## src/rtl/control_unit.sv

```systemverilog
// control_unit: Moore sequencing FSM driving data_path through fetch, decode and execute.
// Optional CONTROL_UNIT_MEM_WAIT_EN adds FETCH_WAIT/LOAD_WAIT for a registered-read RAM.
package control_unit_pkg;
  typedef enum logic [3:0] {
    I_NOP, I_LOAD, I_STORE, I_MOVE, I_ADD, I_SUB, I_AND, I_OR,
    I_BRANCH, I_BZERO, I_BNZERO, I_BNEG, I_BNNEG, I_BOV, I_BNOV, I_HALT
  } decoded_instruction_type;
endpackage

module control_unit
  import control_unit_pkg::*;
#(
  parameter int CNT_W = 16
) (
  input  logic                    clk,
  input  logic                    rst,
  input  decoded_instruction_type decoded_instruction,
  input  logic                    zero_op,
  input  logic                    neg_op,
  input  logic                    unsigned_overflow,
  input  logic                    signed_overflow,
  output logic                    branch,
  output logic                    pc_enable,
  output logic                    ir_enable,
  output logic                    addr_sel,
  output logic                    c_sel,
  output logic [1:0]              operation,
  output logic                    write_reg_enable,
  output logic                    flags_reg_enable,
  output logic                    ram_write_enable,
  output logic                    halt,
  output logic [CNT_W-1:0]        instr_count
);

  typedef enum logic [3:0] {
    S_FETCH, S_DECODE, S_LOAD, S_STORE, S_ALU, S_MOVE, S_BR, S_HALT,
    S_FETCH_WAIT, S_LOAD_WAIT
  } state_t;

  typedef struct packed {
    logic       branch;
    logic       pc_enable;
    logic       ir_enable;
    logic       addr_sel;
    logic       c_sel;
    logic [1:0] operation;
    logic       write_reg_enable;
    logic       flags_reg_enable;
    logic       ram_write_enable;
    logic       halt;
  } ctrl_t;

`ifdef CONTROL_UNIT_MEM_WAIT_EN
  localparam state_t RETURN_STATE = S_FETCH_WAIT;
  localparam state_t LOAD_ENTRY   = S_LOAD_WAIT;
`else
  localparam state_t RETURN_STATE = S_FETCH;
  localparam state_t LOAD_ENTRY   = S_LOAD;
`endif

  localparam logic [CNT_W-1:0] CNT_MAX = {CNT_W{1'b1}};

  state_t           state, state_next;
  ctrl_t            ctrl_q, ctrl_next;
  logic             taken;
  logic [CNT_W-1:0] count_q;

  function automatic logic [1:0] alu_op(decoded_instruction_type instr);
    case (instr)
      I_SUB:   return 2'b01;
      I_AND:   return 2'b10;
      I_OR:    return 2'b11;
      default: return 2'b00;
    endcase
  endfunction

  // Controls are a pure function of the state being entered, so they can be registered alongside it.
  function automatic ctrl_t ctrl_of(state_t s, decoded_instruction_type instr);
    ctrl_t c;
    c = '0;
    case (s)
      S_FETCH:                 begin c.ir_enable = 1'b1; c.pc_enable = 1'b1; end
      S_DECODE, S_LOAD_WAIT:   c.addr_sel = 1'b1;
      S_LOAD:                  begin c.addr_sel = 1'b1; c.c_sel = 1'b1; c.write_reg_enable = 1'b1; end
      S_STORE:                 begin c.addr_sel = 1'b1; c.ram_write_enable = 1'b1; end
      S_ALU: begin
        c.operation        = alu_op(instr);
        c.write_reg_enable = 1'b1;
        c.flags_reg_enable = 1'b1;
      end
      S_MOVE:                  begin c.operation = 2'b11; c.write_reg_enable = 1'b1; end
      S_BR:                    begin c.pc_enable = 1'b1; c.branch = 1'b1; c.addr_sel = 1'b1; end
      S_HALT:                  c.halt = 1'b1;
      default:                 c = '0;
    endcase
    return c;
  endfunction

  always_comb begin
    taken = 1'b0;
    case (decoded_instruction)
      I_BZERO:  taken = zero_op;
      I_BNZERO: taken = ~zero_op;
      I_BNEG:   taken = neg_op;
      I_BNNEG:  taken = ~neg_op;
      I_BOV:    taken = unsigned_overflow | signed_overflow;
      I_BNOV:   taken = ~(unsigned_overflow | signed_overflow);
      default:  taken = 1'b0;
    endcase
  end

  always_comb begin
    state_next = RETURN_STATE;
    case (state)
      S_FETCH_WAIT: state_next = S_FETCH;
      S_FETCH:      state_next = S_DECODE;
      S_DECODE: begin
        case (decoded_instruction)
          I_LOAD:                      state_next = LOAD_ENTRY;
          I_STORE:                     state_next = S_STORE;
          I_MOVE:                      state_next = S_MOVE;
          I_HALT:                      state_next = S_HALT;
          I_ADD, I_SUB, I_AND, I_OR:   state_next = S_ALU;
          I_BRANCH:                    state_next = S_BR;
          I_BZERO, I_BNZERO, I_BNEG, I_BNNEG, I_BOV, I_BNOV:
            state_next = taken ? S_BR : RETURN_STATE;
          default:                     state_next = RETURN_STATE;
        endcase
      end
      S_LOAD_WAIT:  state_next = S_LOAD;
      S_HALT:       state_next = S_HALT;
      default:      state_next = RETURN_STATE;
    endcase
    ctrl_next = ctrl_of(state_next, decoded_instruction);
  end

  always_ff @(posedge clk or posedge rst) begin
    if (rst) begin
      state   <= RETURN_STATE;
      ctrl_q  <= ctrl_of(RETURN_STATE, I_NOP);
      count_q <= '0;
    end else begin
      state  <= state_next;
      ctrl_q <= ctrl_next;
      if (state_next == RETURN_STATE && count_q != CNT_MAX)
        count_q <= count_q + 1'b1;
    end
  end

  // Reset masks the registered controls so FETCH enables stay low while rst is held.
  assign branch           = ctrl_q.branch & ~rst;
  assign pc_enable        = ctrl_q.pc_enable & ~rst;
  assign ir_enable        = ctrl_q.ir_enable & ~rst;
  assign addr_sel         = ctrl_q.addr_sel & ~rst;
  assign c_sel            = ctrl_q.c_sel & ~rst;
  assign operation        = ctrl_q.operation & {2{~rst}};
  assign write_reg_enable = ctrl_q.write_reg_enable & ~rst;
  assign flags_reg_enable = ctrl_q.flags_reg_enable & ~rst;
  assign ram_write_enable = ctrl_q.ram_write_enable & ~rst;
  assign halt             = ctrl_q.halt & ~rst;
  assign instr_count      = count_q;

endmodule

```

## config.mk

```make
export PLATFORM = sky130hd
export DESIGN_NAME = control_unit
export DESIGN_NICKNAME = d
export VERILOG_FILES = /design/src/rtl/control_unit.sv
export SDC_FILE = /design/constraint.sdc
export NUM_CORES = 1
export LEC_CHECK = 0
export CORE_ASPECT_RATIO = 1.75
export CORE_MARGIN = 3
export CORE_UTILIZATION = 50
export DETAILED_ROUTE_END_ITERATION = 7
export MAX_ROUTING_LAYER = met4
export PLACE_DENSITY = 0.8
export SLEW_MARGIN = 30
export SYNTH_ARGS = -nofsm -noshare
export SYNTH_HDL_FRONTEND = slang
export SYNTH_SLANG_ARGS = --single-unit
```

## constraint.sdc

```tcl
create_clock -name clk -period 3.38 [get_ports clk]
set_input_delay 0.338 -clock clk [delete_from_list [all_inputs] [get_ports clk]]
set_output_delay 0.338 -clock clk [all_outputs]
set_load 0.02 [all_outputs]
```

==> key figures <==
Run status
  – Status: finished clean

Placed design
  – Detail Placement HPWL: 2422 µm
  – Buffers on Ports: 36
  – GPL Wtd Cong: 0.8880
  – Dpl ws: 543.1 ps
  – Post-place instance area: 1918 µm²

Clock tree
  – Clock slew seen by the registers of the worst setup and hold paths: 60 ps
  – TritonCTS Buffers: 5
  – # Post-CTS Setup Buffers: 0
  – Post-cts sizing count: 0
  – Hold buffers post-CTS: 0
  – Clock latency on the worst-skew pair: 280 ps
  – Clock Path Buffers: 2
  – CTS tree: yes
  – CTS sink count: 30
  – Root cell of the clock tree: clkbuf_8
  – Clock H-tree levels: 2

Yosys
  – EDFF count, synth: 0
  – Cells after synthesis: 152
  – Cell taking the most area after synthesis: dfrtp_1
  – Register area share after synthesis: 48.67%
  – Synth top area share: 45.27%
  – Top post-synthesis cells by count: dfrtp_1 (28), xnor2_1 (15), nor2_1 (14)
  – Syn_area_per_cell: 10.18 µm²
  – Ys flop type: dfrtp_1
  – Post-synthesis register bit count: 30
  – Synth warn: 0
  – Top cells by area, synth: dfrtp_1 (45%), xnor2_1 (8.5%), nor2b_1 (4.9%), nand4_1 (3.6%), dfstp_2 (3.4%)
  – Post-synth cell types: 35
  – FFs w/ async S/R, synth: 100.0%
  – Syn_nets: 163
  – Most common cell in the synthesized netlist: dfrtp_1
  – Mapped Area: 1548 µm²

Worst hold path
  – Startpoint of the worst hold path: instr_count[10]
  – Hold Path Sink: instr_count[10]
  – Cells on Worst Hold Path: 1
  – Hold/Removal Path Class: register to register

Cells and area
  – ANT cells: 0
  – Storage cell area: 753.2 µm²
  – Final nets: 202
  – Post-route cell area: 2009 µm²
  – Share of layout cells above drive strength 1: 8.854%
  – Post-layout util: 68.63%
  – Layout Area Growth over Synthesis: 29.83%
  – # fillers: 235
  – Multi-input gate area: 747.0 µm²

Timing
  – Final setup viols: 0
  – Slew Limit Fails: 0
  – Worst Tran Pin Value: 737.0 ps
  – RSZ-0062 raised after global routing: false
  – Final setup TNS: 0 ps
  – Final hold violations: 0
  – Clk_skew: 4.389 ps
  – Fmax: 0.3904 GHz
  – Worst rel slew slack: 50.71%
  – Tmin final: 2561 ps
  – Setup ws final: 818.8 ps
  – Fin crit share: 75.78%

Drt
  – Initial drt markers: 38
  – DRC errors left: 0
  – WL final: 3391 µm
  – Iteration count of the initial detailed-routing pass: 4
  – Via count: 1303
  – Antenna Violating Nets Remaining: 0
  – Vias per Instance: 5.923
  – Drt wl/cell: 15.41 µm

Power
  – Peak supply drop: 0.6193 mV
  – Power Dens Cells: 699.3 nW/µm²
  – Pleak: 0.8639 nW
  – Pwr Total: 1.405 mW

Floorplan
  – Die height: 79.60 µm
  – Row count: 26
  – Core area: 2928 µm²
  – Die width: 48.06 µm
  – Ports: 37
  – DIE AREA: 3825 µm²
  – Initial Util: 52.86%

Global route
  – Total GRT Usage: 20.85%
  – Vias in the first global route: 1284
  – Antenna violations before repair: 0
  – First-pass GRT wire length: 5513 µm
  – Pin count of the biggest net entering global routing: 31
  – Gr ovfl total: 0

Setup path
  – R2R Setup Slk: 1010 ps
  – R2r worst-path depth: 6
  – Crit end category: register
  – Crit path max fanout: 15
  – Kind of critical path: input port to register
  – CP top delay family: compound AO/OA/AOI/OAI gates
  – Critical R2R Capture: instr_count[1]
  – Worst path arrival time: 2730 ps
  – Buf/Inv on CP: 1
  – FF-to-FF Start: instr_count[7]
  – Most used cell, CP: a31oi_2
  – Levels on crit path: 7
  – Max incr delay on CP: 660 ps
  – CP startpoint kind: input port
  – Cell at the slowest stage of the critical path: a31oi_2
  – Critical-path cell list: clkdlybuf4s50_1 -> and3_1 -> o21ai_1 -> a31oi_2 -> a31oi_2 -> nand3_2 -> mux2_1
  – CP required: 3550 ps

Flow run
  – Max_cap viols: 0
==> how the worst max path moves through the flow <==
stage | slack (ps) | start | end
final | 820 | decoded_instruction[2] | instr_count[1]
after floorplan | 1380 | instr_count[7] | instr_count[2]
after global routing | 620 | decoded_instruction[2] | instr_count[1]
after global placement | 670 | decoded_instruction[1] | ctrl_q[3]
after CTS | 850 | decoded_instruction[1] | instr_count[1]
after detailed placement | 540 | decoded_instruction[1] | instr_count[1]
==> flip-flops by register name (all words and copies together) (netlist names) <==
register and count:
ctrl_q 11, state 3, instr_count 16
==> through the flow <==
stage,hold WS [ps],instances
2_1_floorplan,487.8,152
3_3_place_gp,484.3,212
3_5_place_dp,488.0,212
4_1_cts,496.1,220
5_1_grt,526.4,220
6_report,492.8,220
==> cell usage in the layout (no fill, tap or decap), types with 8 or more instances in the layout <==
master and instances:
and3_1 8, dfrtp_1 28, clkdlybuf4s50_1 36, nor2_1 14, nand2_1 13, nand4_1 9, nor2b_1 12, xnor2_1 15
==> kinds of logic after synthesis <==
| family | Yosys count | share of synthesized area [%] |
|---|---|---|
| simple gates | 78 | 28.29 |
| flops | 30 | 48.67 |
| compound gates | 16 | 8.650 |
| xor+xnor | 15 | 8.489 |
| buf+inv | 9 | 3.072 |
| mux | 3 | 2.021 |
| fa+ha+maj | 1 | 0.8083 |
==> cell type report <==
class / count / share of cell area, %
Inverter: 4 / 0.7472
Clock buffer: 7 / 4.296
Timing Repair Buffer: 37 / 18.31
Multi-Input combinational cell: 113 / 37.17
Tap cell: 28 / 1.743
Clock inverter: 1 / 0.2491
Sequential cell: 30 / 37.48
==> where the power goes <==
group	leakage [nW]	switching, mW	internal, mW	total (mW)
logic	0.422	0.330	0.247	0.577
clock network	0.0482	0.128	0.164	0.292
registers	0.394	0.0744	0.462	0.536
total	0.864	0.532	0.873	1.41
==> worst register-to-register path, delay by kind of cell (launching register included) <==
| kind | cells | cell delay, ps |
|---|---|---|
| muxes | 1 | 340 |
| AOI/OAI and AO/OA | 1 | 630 |
| and+or+nand+nor | 4 | 850 |
| DFF | 1 | 440 |
==> metal layers <==
layer | GRT usage, % | wire (µm) | part of all wire (%)
met5 | - | 0 | 0
met4 | 10.78 | 77 | 2.3
met3 | 4.966 | 122 | 3.6
met2 | 34.48 | 1887 | 56
met1 | 21.57 | 1304 | 38
Note: power is estimated with default switching activity, not from simulation.
